<file path="src/rtl/ppu_vbuf_pkg.sv">
// Shared video-buffer definitions for the PPU write side and the LCD scan-out side.
// Both sides build RAM addresses with vbuf_addr() so the page/line/pixel layout stays identical.
package ppu_vbuf_pkg;

  localparam int   VBUF_ADDR_W  = 17;
  localparam int   VBUF_DATA_W  = 8;
  localparam int   H_PIX        = 256;
  localparam int   V_LINES      = 240;
  localparam logic SYNC_RST_VAL = 1'b1;

  typedef enum logic [1:0] {
    ST_IDLE,
    ST_WAIT,
    ST_WRITE,
    ST_DONE
  } vbuf_state_e;

  function automatic logic [VBUF_ADDR_W-1:0] vbuf_addr(input logic       page,
                                                       input logic [7:0] y,
                                                       input logic [7:0] x);
    return {page, y, x};
  endfunction

endpackage

</file>
<file path="src/rtl/ppu_vbuf_wr_if.sv">
// Pixel-stream, video-RAM write and frame-status signals between PPU control and ppu_vbuf_wr.
// master = PPU/control side, slave = ppu_vbuf_wr.
interface ppu_vbuf_wr_if;

  logic                                i_frame_start;
  logic                                i_pix_vld;
  logic                                o_pix_rdy;
  logic [ppu_vbuf_pkg::VBUF_DATA_W-1:0] i_pix_hsv;
  logic                                i_lcd_page;
  logic                                o_vbuf_we;
  logic [ppu_vbuf_pkg::VBUF_ADDR_W-1:0] o_vbuf_addr;
  logic [ppu_vbuf_pkg::VBUF_DATA_W-1:0] o_vbuf_wdata;
  logic                                o_frame_done;
  logic                                o_frame_err;
  logic                                o_wr_page;

  modport master (
    output i_frame_start, i_pix_vld, i_pix_hsv, i_lcd_page,
    input  o_pix_rdy, o_vbuf_we, o_vbuf_addr, o_vbuf_wdata,
           o_frame_done, o_frame_err, o_wr_page
  );

  modport slave (
    input  i_frame_start, i_pix_vld, i_pix_hsv, i_lcd_page,
    output o_pix_rdy, o_vbuf_we, o_vbuf_addr, o_vbuf_wdata,
           o_frame_done, o_frame_err, o_wr_page
  );

endinterface

</file>
<file path="src/rtl/sync_2ff.sv">
// Two-flop synchroniser for a single slow cross-domain flag, with a selectable reset value.
module sync_2ff #(
  parameter logic RST_VAL = 1'b0
) (
  input  logic clk_i,
  input  logic rst_i,
  input  logic d_i,
  output logic q_o
);

  logic meta_q;
  logic sync_q;

  // NOTE: flops always use non-blocking assignments so every register samples the pre-edge value.
  always_ff @(posedge clk_i) begin
    if (rst_i) begin
      meta_q <= RST_VAL;
      sync_q <= RST_VAL;
    end else begin
      meta_q <= d_i;
      sync_q <= meta_q;
    end
  end

  assign q_o = sync_q;

endmodule

</file>
<file path="src/rtl/ppu_vbuf_wr.sv">
// Writes the PPU raster pixel stream into the video-RAM page the LCD is not reading,
// and flags completed and aborted frames to PPU control.
module ppu_vbuf_wr #(
  parameter int   H_PIX        = ppu_vbuf_pkg::H_PIX,
  parameter int   V_LINES      = ppu_vbuf_pkg::V_LINES,
  parameter logic SYNC_RST_VAL = ppu_vbuf_pkg::SYNC_RST_VAL
) (
  input logic          i_ppu_clk,
  input logic          i_ppu_rst,
  ppu_vbuf_wr_if.slave bus
);
  import ppu_vbuf_pkg::*;

  localparam logic [7:0] X_LAST = 8'(H_PIX - 1);
  localparam logic [7:0] Y_LAST = 8'(V_LINES - 1);

  logic lcd_pg_s;

  sync_2ff #(
    .RST_VAL(SYNC_RST_VAL)
  ) u_page_sync (
    .clk_i(i_ppu_clk),
    .rst_i(i_ppu_rst),
    .d_i  (bus.i_lcd_page),
    .q_o  (lcd_pg_s)
  );

  vbuf_state_e            state_q;
  logic [7:0]             x_q, x_d;
  logic [7:0]             y_q, y_d;
  logic                   wr_page_q;
  logic                   pix_rdy_q;
  logic                   we_q;
  logic [VBUF_ADDR_W-1:0] addr_q;
  logic [VBUF_DATA_W-1:0] wdata_q;
  logic                   frame_done_q;
  logic                   frame_err_q;

  logic accept;
  logic last_pix;
  logic restart;

  assign accept   = bus.i_pix_vld & pix_rdy_q;
  assign last_pix = accept && (x_q == X_LAST) && (y_q == Y_LAST);
  assign restart  = bus.i_frame_start && (state_q != ST_IDLE);

  // NOTE: defaults first, so no path through this block can leave x_d/y_d unassigned (no latch).
  always_comb begin
    x_d = x_q;
    y_d = y_q;
    if (restart) begin
      x_d = '0;
      y_d = '0;
    end else if (accept) begin
      if (x_q == X_LAST) begin
        x_d = '0;
        y_d = y_q + 8'd1;
      end else begin
        x_d = x_q + 8'd1;
      end
    end
  end

  always_ff @(posedge i_ppu_clk) begin
    if (i_ppu_rst) begin
      state_q      <= ST_IDLE;
      x_q          <= '0;
      y_q          <= '0;
      wr_page_q    <= 1'b0;
      pix_rdy_q    <= 1'b0;
      we_q         <= 1'b0;
      addr_q       <= '0;
      wdata_q      <= '0;
      frame_done_q <= 1'b0;
      frame_err_q  <= 1'b0;
    end else begin
      x_q          <= x_d;
      y_q          <= y_d;
      we_q         <= accept;
      frame_done_q <= last_pix;
      // A frame start that coincides with the last pixel is a clean hand-over, not an abort.
      frame_err_q  <= (state_q == ST_WRITE) && bus.i_frame_start && !last_pix;
      if (accept) begin
        addr_q  <= vbuf_addr(wr_page_q, y_q, x_q);
        wdata_q <= bus.i_pix_hsv;
      end

      unique case (state_q)
        ST_IDLE: begin
          state_q   <= ST_WAIT;
          pix_rdy_q <= 1'b0;
        end
        ST_WAIT, ST_DONE: begin
          if (bus.i_frame_start) begin
            state_q   <= ST_WRITE;
            wr_page_q <= ~lcd_pg_s;
            pix_rdy_q <= 1'b1;
          end
        end
        ST_WRITE: begin
          if (bus.i_frame_start) begin
            wr_page_q <= ~lcd_pg_s;
          end else if (last_pix) begin
            state_q   <= ST_DONE;
            pix_rdy_q <= 1'b0;
          end
        end
        default: begin
          state_q   <= ST_IDLE;
          pix_rdy_q <= 1'b0;
        end
      endcase
    end
  end

  assign bus.o_pix_rdy    = pix_rdy_q;
  assign bus.o_vbuf_we    = we_q;
  assign bus.o_vbuf_addr  = addr_q;
  assign bus.o_vbuf_wdata = wdata_q;
  assign bus.o_frame_done = frame_done_q;
  assign bus.o_frame_err  = frame_err_q;
  assign bus.o_wr_page    = wr_page_q;

  // x and y are packed into 8-bit address fields.
  a_geometry: assert property (@(posedge i_ppu_clk)
    (H_PIX > 0) && (H_PIX <= 256) && (V_LINES > 0) && (V_LINES <= 256));

endmodule

</file>
<file path="src/flat_wrapper.sv">
// flat-port wrapper written by rule: the top's interface ports become plain ports
module ppu_vbuf_wr_flat import ppu_vbuf_pkg::*;
#(
  parameter int   H_PIX        = ppu_vbuf_pkg::H_PIX,
  parameter int   V_LINES      = ppu_vbuf_pkg::V_LINES,
  parameter logic SYNC_RST_VAL = ppu_vbuf_pkg::SYNC_RST_VAL
)
  (i_ppu_clk, i_ppu_rst, bus_i_frame_start, bus_i_pix_vld, bus_i_pix_hsv, bus_i_lcd_page, bus_o_pix_rdy, bus_o_vbuf_we, bus_o_vbuf_addr, bus_o_vbuf_wdata, bus_o_frame_done, bus_o_frame_err, bus_o_wr_page);
  ppu_vbuf_wr_if bus_i ();
  input logic i_ppu_clk;
  input logic i_ppu_rst;
  input wire logic [$bits(bus_i.i_frame_start)-1:0] bus_i_frame_start;
  input wire logic [$bits(bus_i.i_pix_vld)-1:0] bus_i_pix_vld;
  input wire logic [$bits(bus_i.i_pix_hsv)-1:0] bus_i_pix_hsv;
  input wire logic [$bits(bus_i.i_lcd_page)-1:0] bus_i_lcd_page;
  output wire logic [$bits(bus_i.o_pix_rdy)-1:0] bus_o_pix_rdy;
  output wire logic [$bits(bus_i.o_vbuf_we)-1:0] bus_o_vbuf_we;
  output wire logic [$bits(bus_i.o_vbuf_addr)-1:0] bus_o_vbuf_addr;
  output wire logic [$bits(bus_i.o_vbuf_wdata)-1:0] bus_o_vbuf_wdata;
  output wire logic [$bits(bus_i.o_frame_done)-1:0] bus_o_frame_done;
  output wire logic [$bits(bus_i.o_frame_err)-1:0] bus_o_frame_err;
  output wire logic [$bits(bus_i.o_wr_page)-1:0] bus_o_wr_page;
  assign bus_i.i_frame_start = bus_i_frame_start;
  assign bus_i.i_pix_vld = bus_i_pix_vld;
  assign bus_i.i_pix_hsv = bus_i_pix_hsv;
  assign bus_i.i_lcd_page = bus_i_lcd_page;
  assign bus_o_pix_rdy = bus_i.o_pix_rdy;
  assign bus_o_vbuf_we = bus_i.o_vbuf_we;
  assign bus_o_vbuf_addr = bus_i.o_vbuf_addr;
  assign bus_o_vbuf_wdata = bus_i.o_vbuf_wdata;
  assign bus_o_frame_done = bus_i.o_frame_done;
  assign bus_o_frame_err = bus_i.o_frame_err;
  assign bus_o_wr_page = bus_i.o_wr_page;
  ppu_vbuf_wr #(.H_PIX(H_PIX), .V_LINES(V_LINES), .SYNC_RST_VAL(SYNC_RST_VAL)) u_core (.i_ppu_clk(i_ppu_clk), .i_ppu_rst(i_ppu_rst), .bus(bus_i));
endmodule
</file>
<file path="config.mk">
export PLATFORM = sky130hd
export DESIGN_NAME = ppu_vbuf_wr_flat
export DESIGN_NICKNAME = d
export VERILOG_FILES = /design/src/rtl/ppu_vbuf_pkg.sv /design/src/rtl/ppu_vbuf_wr_if.sv /design/src/rtl/sync_2ff.sv /design/src/rtl/ppu_vbuf_wr.sv /design/src/flat_wrapper.sv
export SDC_FILE = /design/constraint.sdc
export NUM_CORES = 1
export LEC_CHECK = 0
export CORE_MARGIN = 1.5
export CORE_UTILIZATION = 39
export CTS_BUF_LIST = sky130_fd_sc_hd__clkbuf_8
export DETAILED_ROUTE_END_ITERATION = 6
export GPL_ROUTABILITY_DRIVEN = 0
export PLACE_DENSITY = 0.7
export SLEW_MARGIN = 25
export SYNTH_ARGS = -nofsm -noshare
export SYNTH_HDL_FRONTEND = slang
export SYNTH_SLANG_ARGS = --single-unit
</file>
<file path="constraint.sdc">
create_clock -name i_ppu_clk -period 2.1 [get_ports i_ppu_clk]
set_clock_uncertainty 0.2 [all_clocks]
set_input_delay 0.21 -clock i_ppu_clk [delete_from_list [all_inputs] [get_ports i_ppu_clk]]
set_output_delay 0.21 -clock i_ppu_clk [all_outputs]
set_load 0.02 [all_outputs]
</file>
==> summary.md, run 1 <==
| Metric | Value |
|---|---|
| Worst EP required | `2.14 ns` |
| Register area share after synthesis | `0.527` |
| CTS-repair resized insts | `0` |
| Ant. Diodes | `0` |
| Delay-heaviest family, CP | `simple AND/OR/NAND/NOR gates` |
| Die width | `72.8 um` |
| GRT overflow | `0` |
| Gate Count Post-Synth | `226` |
| CTS root buffer | `clkbuf_8` |
| Max Transition Viols Final | `0` |
| Power per cell area | `676 nW/um^2` |
| Sequential cell area | `1000 um^2` |
| Detailed Routing Iterations Pass 1 | `4` |
| Die area | `5300 um^2` |
| Clk Latency, worst-skew pair | `0.30 ns` |
| Buffers & Inverters on Critical Path | `0` |
| DRT iter0 DRCs | `82` |
| Leak | `0.882 nW` |
| Initial antenna violation count | `0` |
| Vias | `1,632` |
| I/O pin total | `43` |
| Tightest Pin Transition | `0.341 ns` |
| Final Hold Vio Count | `0` |
| Slowest stage delay, CP | `0.55 ns` |
| Period utilization | `0.935` |
| Post-synth ARST share | `0` |
| Core Footprint | `4690 um^2` |
| Pre-CTS WS | `-0.0862 ns` |
| MaxCap Viol Count | `0` |
| Top Usage Layer GRT | `met2` |
| Clock buffer count from CTS | `5` |
| Setup crit end kind | `flip-flop` |
| #FFs+latches synth | `50` |
| Peak VDD IR | `0.000481 V` |
| Setup WS post-layout | `0.136 ns` |
| Fmax | `0.509 GHz` |
| Critical path data arrival time | `2.00 ns` |
| Final cell count without fillers | `331` |
| Relative slew slack | `0.770` |
| Total Wirelength | `3.97 mm` |
| Layout cells sized above 1 | `0.0975` |
| Total GRT Usage | `0.160` |
| Cts-stage hold buffer count | `0` |
| First-pass GRT wire length | `6.51 mm` |
| CP max FO | `6` |
| Synth warn | `0` |
| HP Class | `flip-flop to flip-flop` |
| Largest net degree at the start of global routing | `35` |
| Fillers | `470` |
| DIE HEIGHT | `72.8 um` |
| Status | `complete, no violations` |
| RSZ-0062 raised after global routing | `false` |
| Routed vias/inst | `4.93` |
| H-tree levels | `2` |
| Commonest non-fill, non-tap cell in the layout | `nand2_1` |
| Grt met1 use | `0.194` |
| Num Clock Sinks | `50` |
| DRT antenna net count | `0` |
| Placed cell count | `324` |
| Minimum clock period | `1.96 ns` |
| Post-synth EDFFs | `0` |
| Final net count | `292` |
| PortBufs | `42` |
| DRC Markers | `0` |
| Area of the multi-input gates | `846 um^2` |
| Area Growth Syn to Fin | `35.2%` |
| Starting Density | `0.405` |
| CTS max path bufs | `2` |
| Syn Area/Cell | `8.40 um^2` |
| Total Power | `0.00173 W` |
| Post-DR wirelength/cell | `12.0 um` |
| Number of unique standard cell types used by synthesis | `31` |
| Commonest non-fill, non-tap cells in the layout | `nand2_1 (60), dfxtp_1 (50), clkdlybuf4s50_1 (42), a21oi_1 (36), nor2_1 (14)` |
| Num rows | `25` |
| Startpoint Class | `flip-flop` |
| # setup viols final | `0` |
| Global routing usage on met2 | `0.264` |
| # Post-CTS Setup Buffers | `0` |
| CP Class | `flip-flop to flip-flop` |
| Clk pin slew, worst setup/hold paths | `0.09 ns` |
| CTS tree | `built` |
| Met3 Use GR | `0.0442` |
| CP max-delay cell | `or4_4` |
| CP cell instances | `ha_1 > nand2_1 > or4_4 > or3_1 > a21oi_1` |
| Syn Nets | `241` |
| Vias in the first global route | `1,462` |
| Post-detail-place hpwl | `2.75 mm` |
| Synthesized area | `1900 um^2` |
| Main flop type after synthesis | `dfxtp_1` |
-- synthesized netlist by cell type (3+ instances only) --
master    number  area [um^2]
o21ai_0        4         20.0
and3_1         3         18.8
or3_1          4         25.0
nand2_1       60          225
nor3_1         4         20.0
nor2_1        14         52.6
xnor2_1        7         61.3
dfxtp_1       50         1000
nand3_1        4         20.0
clkbuf_1      12         45.0
or2_2          3         18.8
a21oi_1       36          180
-- report_power, final --
| part | internal [W] | switching, W | total (W) | leakage (nW) |
|---|---|---|---|---|
| logic | 0.0000529 | 0.0000580 | 0.000111 | 0.423 |
| registers | 0.000961 | 0.00000934 | 0.000970 | 0.404 |
| clock network | 0.000350 | 0.000303 | 0.000653 | 0.0542 |
| total | 0.00136 | 0.000370 | 0.00173 | 0.882 |
-- sequential cells by signal, indices dropped and copies added, names as in the netlist --
name / count
u_core.bus.o_pix_rdy: 1
u_core.bus.o_vbuf_addr: 17
u_core.u_page_sync.q_o: 1
u_core.x_q: 8
u_core.y_q: 8
u_core.state_q: 2
u_core.u_page_sync.meta_q: 1
u_core.bus.o_frame_err: 1
u_core.bus.o_vbuf_wdata: 8
u_core.bus.o_vbuf_we: 1
u_core.bus.o_frame_done: 1
u_core.bus.o_wr_page: 1
-- logic make-up after synthesis --
| group | share of synthesized area |
|---|---|
| AOI/OAI and AO/OA | 0.128 |
| xor gates and xnor gates | 0.0415 |
| adders and majority gates | 0.0132 |
| buffers and inverters | 0.0277 |
| DFF | 0.527 |
| and+or+nand+nor | 0.263 |
-- per-layer routing --
metal / vias to the layer above / share of wire
met2: 24 / 0.47
li1: 858 / -
met4: 0 / 0.016
met5: - / 0
met1: 743 / 0.48
met3: 7 / 0.038
-- worst reg2reg max path, stage by stage (launching register included) --
cell and delay [ns]:
dfxtp_1 0.34, ha_1 0.17, nand2_1 0.15, or4_4 0.55, or3_1 0.36, a21oi_1 0.14
-- per-stage QoR --
step | util | hold slack, ns | TNS [ns] | cell area (um^2)
after floorplan | - | 0.114 | 0 | 1900
after global placement | 0.524 | 0.194 | -0.0572 | 2460
after detailed placement | 0.524 | 0.197 | -0.0862 | 2460
after CTS | 0.547 | 0.210 | 0 | 2570
after global routing | 0.547 | 0.240 | 0 | 2570
final | 0.547 | 0.210 | 0 | 2570
-- area by class of cell --
cell class / count / share of cell area
sequential: 50 / 0.390
multi-input combinational: 162 / 0.329
timing repair buffer: 56 / 0.210
clock buffer: 5 / 0.0268
tap: 54 / 0.0263
clock inverter: 2 / 0.0151
inverter: 2 / 0.00292
-- final timing paths --
check	start	end	slack, ns	cells after the start
setup / recovery	u_core.x_q[0]$_SDFFE_PP0N_	u_core.y_q[7]$_SDFFE_PP0P_	0.14	5
hold / removal	u_core.u_page_sync.q_o$_SDFF_PP1_	u_core.bus.o_wr_page$_SDFFE_PP0P_	0.21	1
setup reg to reg	u_core.x_q[0]$_SDFFE_PP0N_	u_core.y_q[7]$_SDFFE_PP0P_	0.14	5
hold reg to reg	u_core.u_page_sync.q_o$_SDFF_PP1_	u_core.bus.o_wr_page$_SDFFE_PP0P_	0.21	1
Power figures use the tool's default switching activity.
==> run 2, diff against run 1 <==
- CORE_MARGIN: 1.5 -> not set
- CTS_BUF_LIST: sky130_fd_sc_hd__clkbuf_8 -> not set
==> summary.md, run 2 (synthesis gave the netlist of run 1 again) <==
| Metric | Value |
|---|---|
| Hold worst-path end | `u_core.bus.o_wr_page$_SDFFE_PP0P_` |
| Detailed Routing Iterations Pass 1 | `6` |
| Area Growth Syn to Fin | `34.1%` |
| CTS root buffer | `clkbuf_8` |
| Cts-stage hold buffer count | `0` |
| DRT antenna net count | `0` |
| H-tree levels | `2` |
| CP max FO | `8` |
| Status | `complete, no violations` |
| Num rows | `25` |
| Critical path data arrival time | `2.02 ns` |
| Ant. Diodes | `0` |
| DRC Markers | `0` |
| Slowest stage delay, CP | `0.52 ns` |
| DRT iter0 DRCs | `62` |
| # Post-CTS Setup Buffers | `0` |
| Post-DR wirelength/cell | `11.9 um` |
| Layout cells sized above 1 | `0.101` |
| Crit Reg-Reg Endpoint | `u_core.y_q[7]$_SDFFE_PP0P_` |
| Max reg flops | `17` |
| Max Transition Viols Final | `0` |
| Reg2reg setup slack | `0.11 ns` |
| Setup crit end kind | `flip-flop` |
| Leak | `0.874 nW` |
| Worst r2r src | `u_core.x_q[3]$_SDFFE_PP0N_` |
| Worst hold slack | `0.215 ns` |
| R2R depth | `4` |
| Tightest Pin Transition | `0.342 ns` |
| Worst EP required | `2.13 ns` |
| Relative slew slack | `0.770` |
| Starting Density | `0.405` |
| Routed vias/inst | `4.97` |
| Power per cell area | `657 nW/um^2` |
| CP max-delay cell | `or4_4` |
| Peak VDD IR | `0.000355 V` |
| Commonest non-fill, non-tap cell in the layout | `nand2_1` |
| Vias in the first global route | `1,429` |
| Commonest non-fill, non-tap cells in the layout | `nand2_1 (60), dfxtp_1 (50), clkdlybuf4s50_1 (42), a21oi_1 (36)` |
| Final net count | `292` |
| Clk pin slew, worst setup/hold paths | `0.10 ns` |
| Vias | `1,651` |
| Total GRT Usage | `0.159` |
| Num Clock Sinks | `50` |
| Die area | `5150 um^2` |
| Clock buffer count from CTS | `5` |
| Minimum clock period | `1.99 ns` |
| CP Class | `flip-flop to flip-flop` |
| MaxCap Viol Count | `0` |
| Fmax | `0.503 GHz` |
| Worst hold stages | `1` |
| PortBufs | `42` |
| Die width | `71.8 um` |
| First-pass GRT wire length | `6.47 mm` |
| Final Hold Vio Count | `0` |
| Buffers & Inverters on Critical Path | `0` |
| Startpoint Class | `flip-flop` |
| CTS tree | `built` |
| GRT overflow | `0` |
| Post-detail-place hpwl | `2.79 mm` |
| RSZ-0062 raised after global routing | `false` |
| Core Footprint | `4690 um^2` |
| Period utilization | `0.947` |
| Total Wirelength | `3.94 mm` |
| CTS-repair resized insts | `0` |
| Initial antenna violation count | `0` |
| DIE HEIGHT | `71.8 um` |
| Clk Latency, worst-skew pair | `0.31 ns` |
| HP Class | `flip-flop to flip-flop` |
| Final core occ | `0.543` |
| CP cell instances | `nand4_4 > or4_4 > or3_1 > a21oi_1` |
| # setup viols final | `0` |
| Largest net degree at the start of global routing | `23` |
| I/O pin total | `43` |
| CTS max path bufs | `2` |
| Hold path start | `u_core.u_page_sync.q_o$_SDFF_PP1_` |
| Delay-heaviest family, CP | `simple AND/OR/NAND/NOR gates` |
==> run 2: cell count changes in the layout (fill, tap and decap cells not counted), sizes merged <==
| cell | previous run | this run |
|---|---|---|
| bufinv | 1 | 0 |
| clkbuf | 5 | 6 |
| clkinv | 1 | 2 |
==> run 2: through the flow <==
stage	std cells	cell area, um^2	setup TNS [ns]	total power (W)	setup WS, ns
after global routing	332	2550	0	0.00173	0.0835
after detailed placement	324	2450	-0.167	0.00110	-0.105
after CTS	332	2550	0	0.00169	0.154
after floorplan	226	1900	0	0.00105	0.0992
final	332	2550	0	0.00167	0.111
after global placement	324	2450	-0.0832	0.00110	-0.0816
==> run 2: layout make-up <==
cell class	count	area [um^2]
clock buffer	6	82.6
clock inverter	2	17.5
fill	463	2140
inverter	2	7.51
multi-input combinational	162	846
sequential	50	1000
tap	54	67.6
timing repair buffer	56	526
==> run 2: worst max path at each step <==
stage / from / to / slack [ns] / cells past startpoint
5_1_grt: u_core.x_q[3]$_SDFFE_PP0N_ / u_core.y_q[7]$_SDFFE_PP0P_ / 0.08 / 4
3_3_place_gp: bus_i_pix_vld / u_core.y_q[7]$_SDFFE_PP0P_ / -0.08 / 5
6_report: u_core.x_q[3]$_SDFFE_PP0N_ / u_core.y_q[7]$_SDFFE_PP0P_ / 0.11 / 4
3_5_place_dp: bus_i_pix_vld / u_core.y_q[7]$_SDFFE_PP0P_ / -0.10 / 5
2_1_floorplan: u_core.x_q[0]$_SDFFE_PP0N_ / u_core.y_q[7]$_SDFFE_PP0P_ / 0.1 / 5
4_1_cts: u_core.x_q[3]$_SDFFE_PP0N_ / u_core.y_q[7]$_SDFFE_PP0P_ / 0.15 / 4
==> run 2: report_power, final <==
part | switching (W) | internal, W
registers | 0.00000984 | 0.000961
clock network | 0.000320 | 0.000271
logic | 0.0000576 | 0.0000529
total | 0.000388 | 0.00129
==> run 2: per-layer routing <==
layer  global-route usage  vias to the layer above  share of wire
li1                     -                      862              -
met1                0.204                      757           0.48
met2                0.249                       25           0.47
met3               0.0408                        7          0.035
met4               0.0741                        0          0.014
met5                    0                        -              0
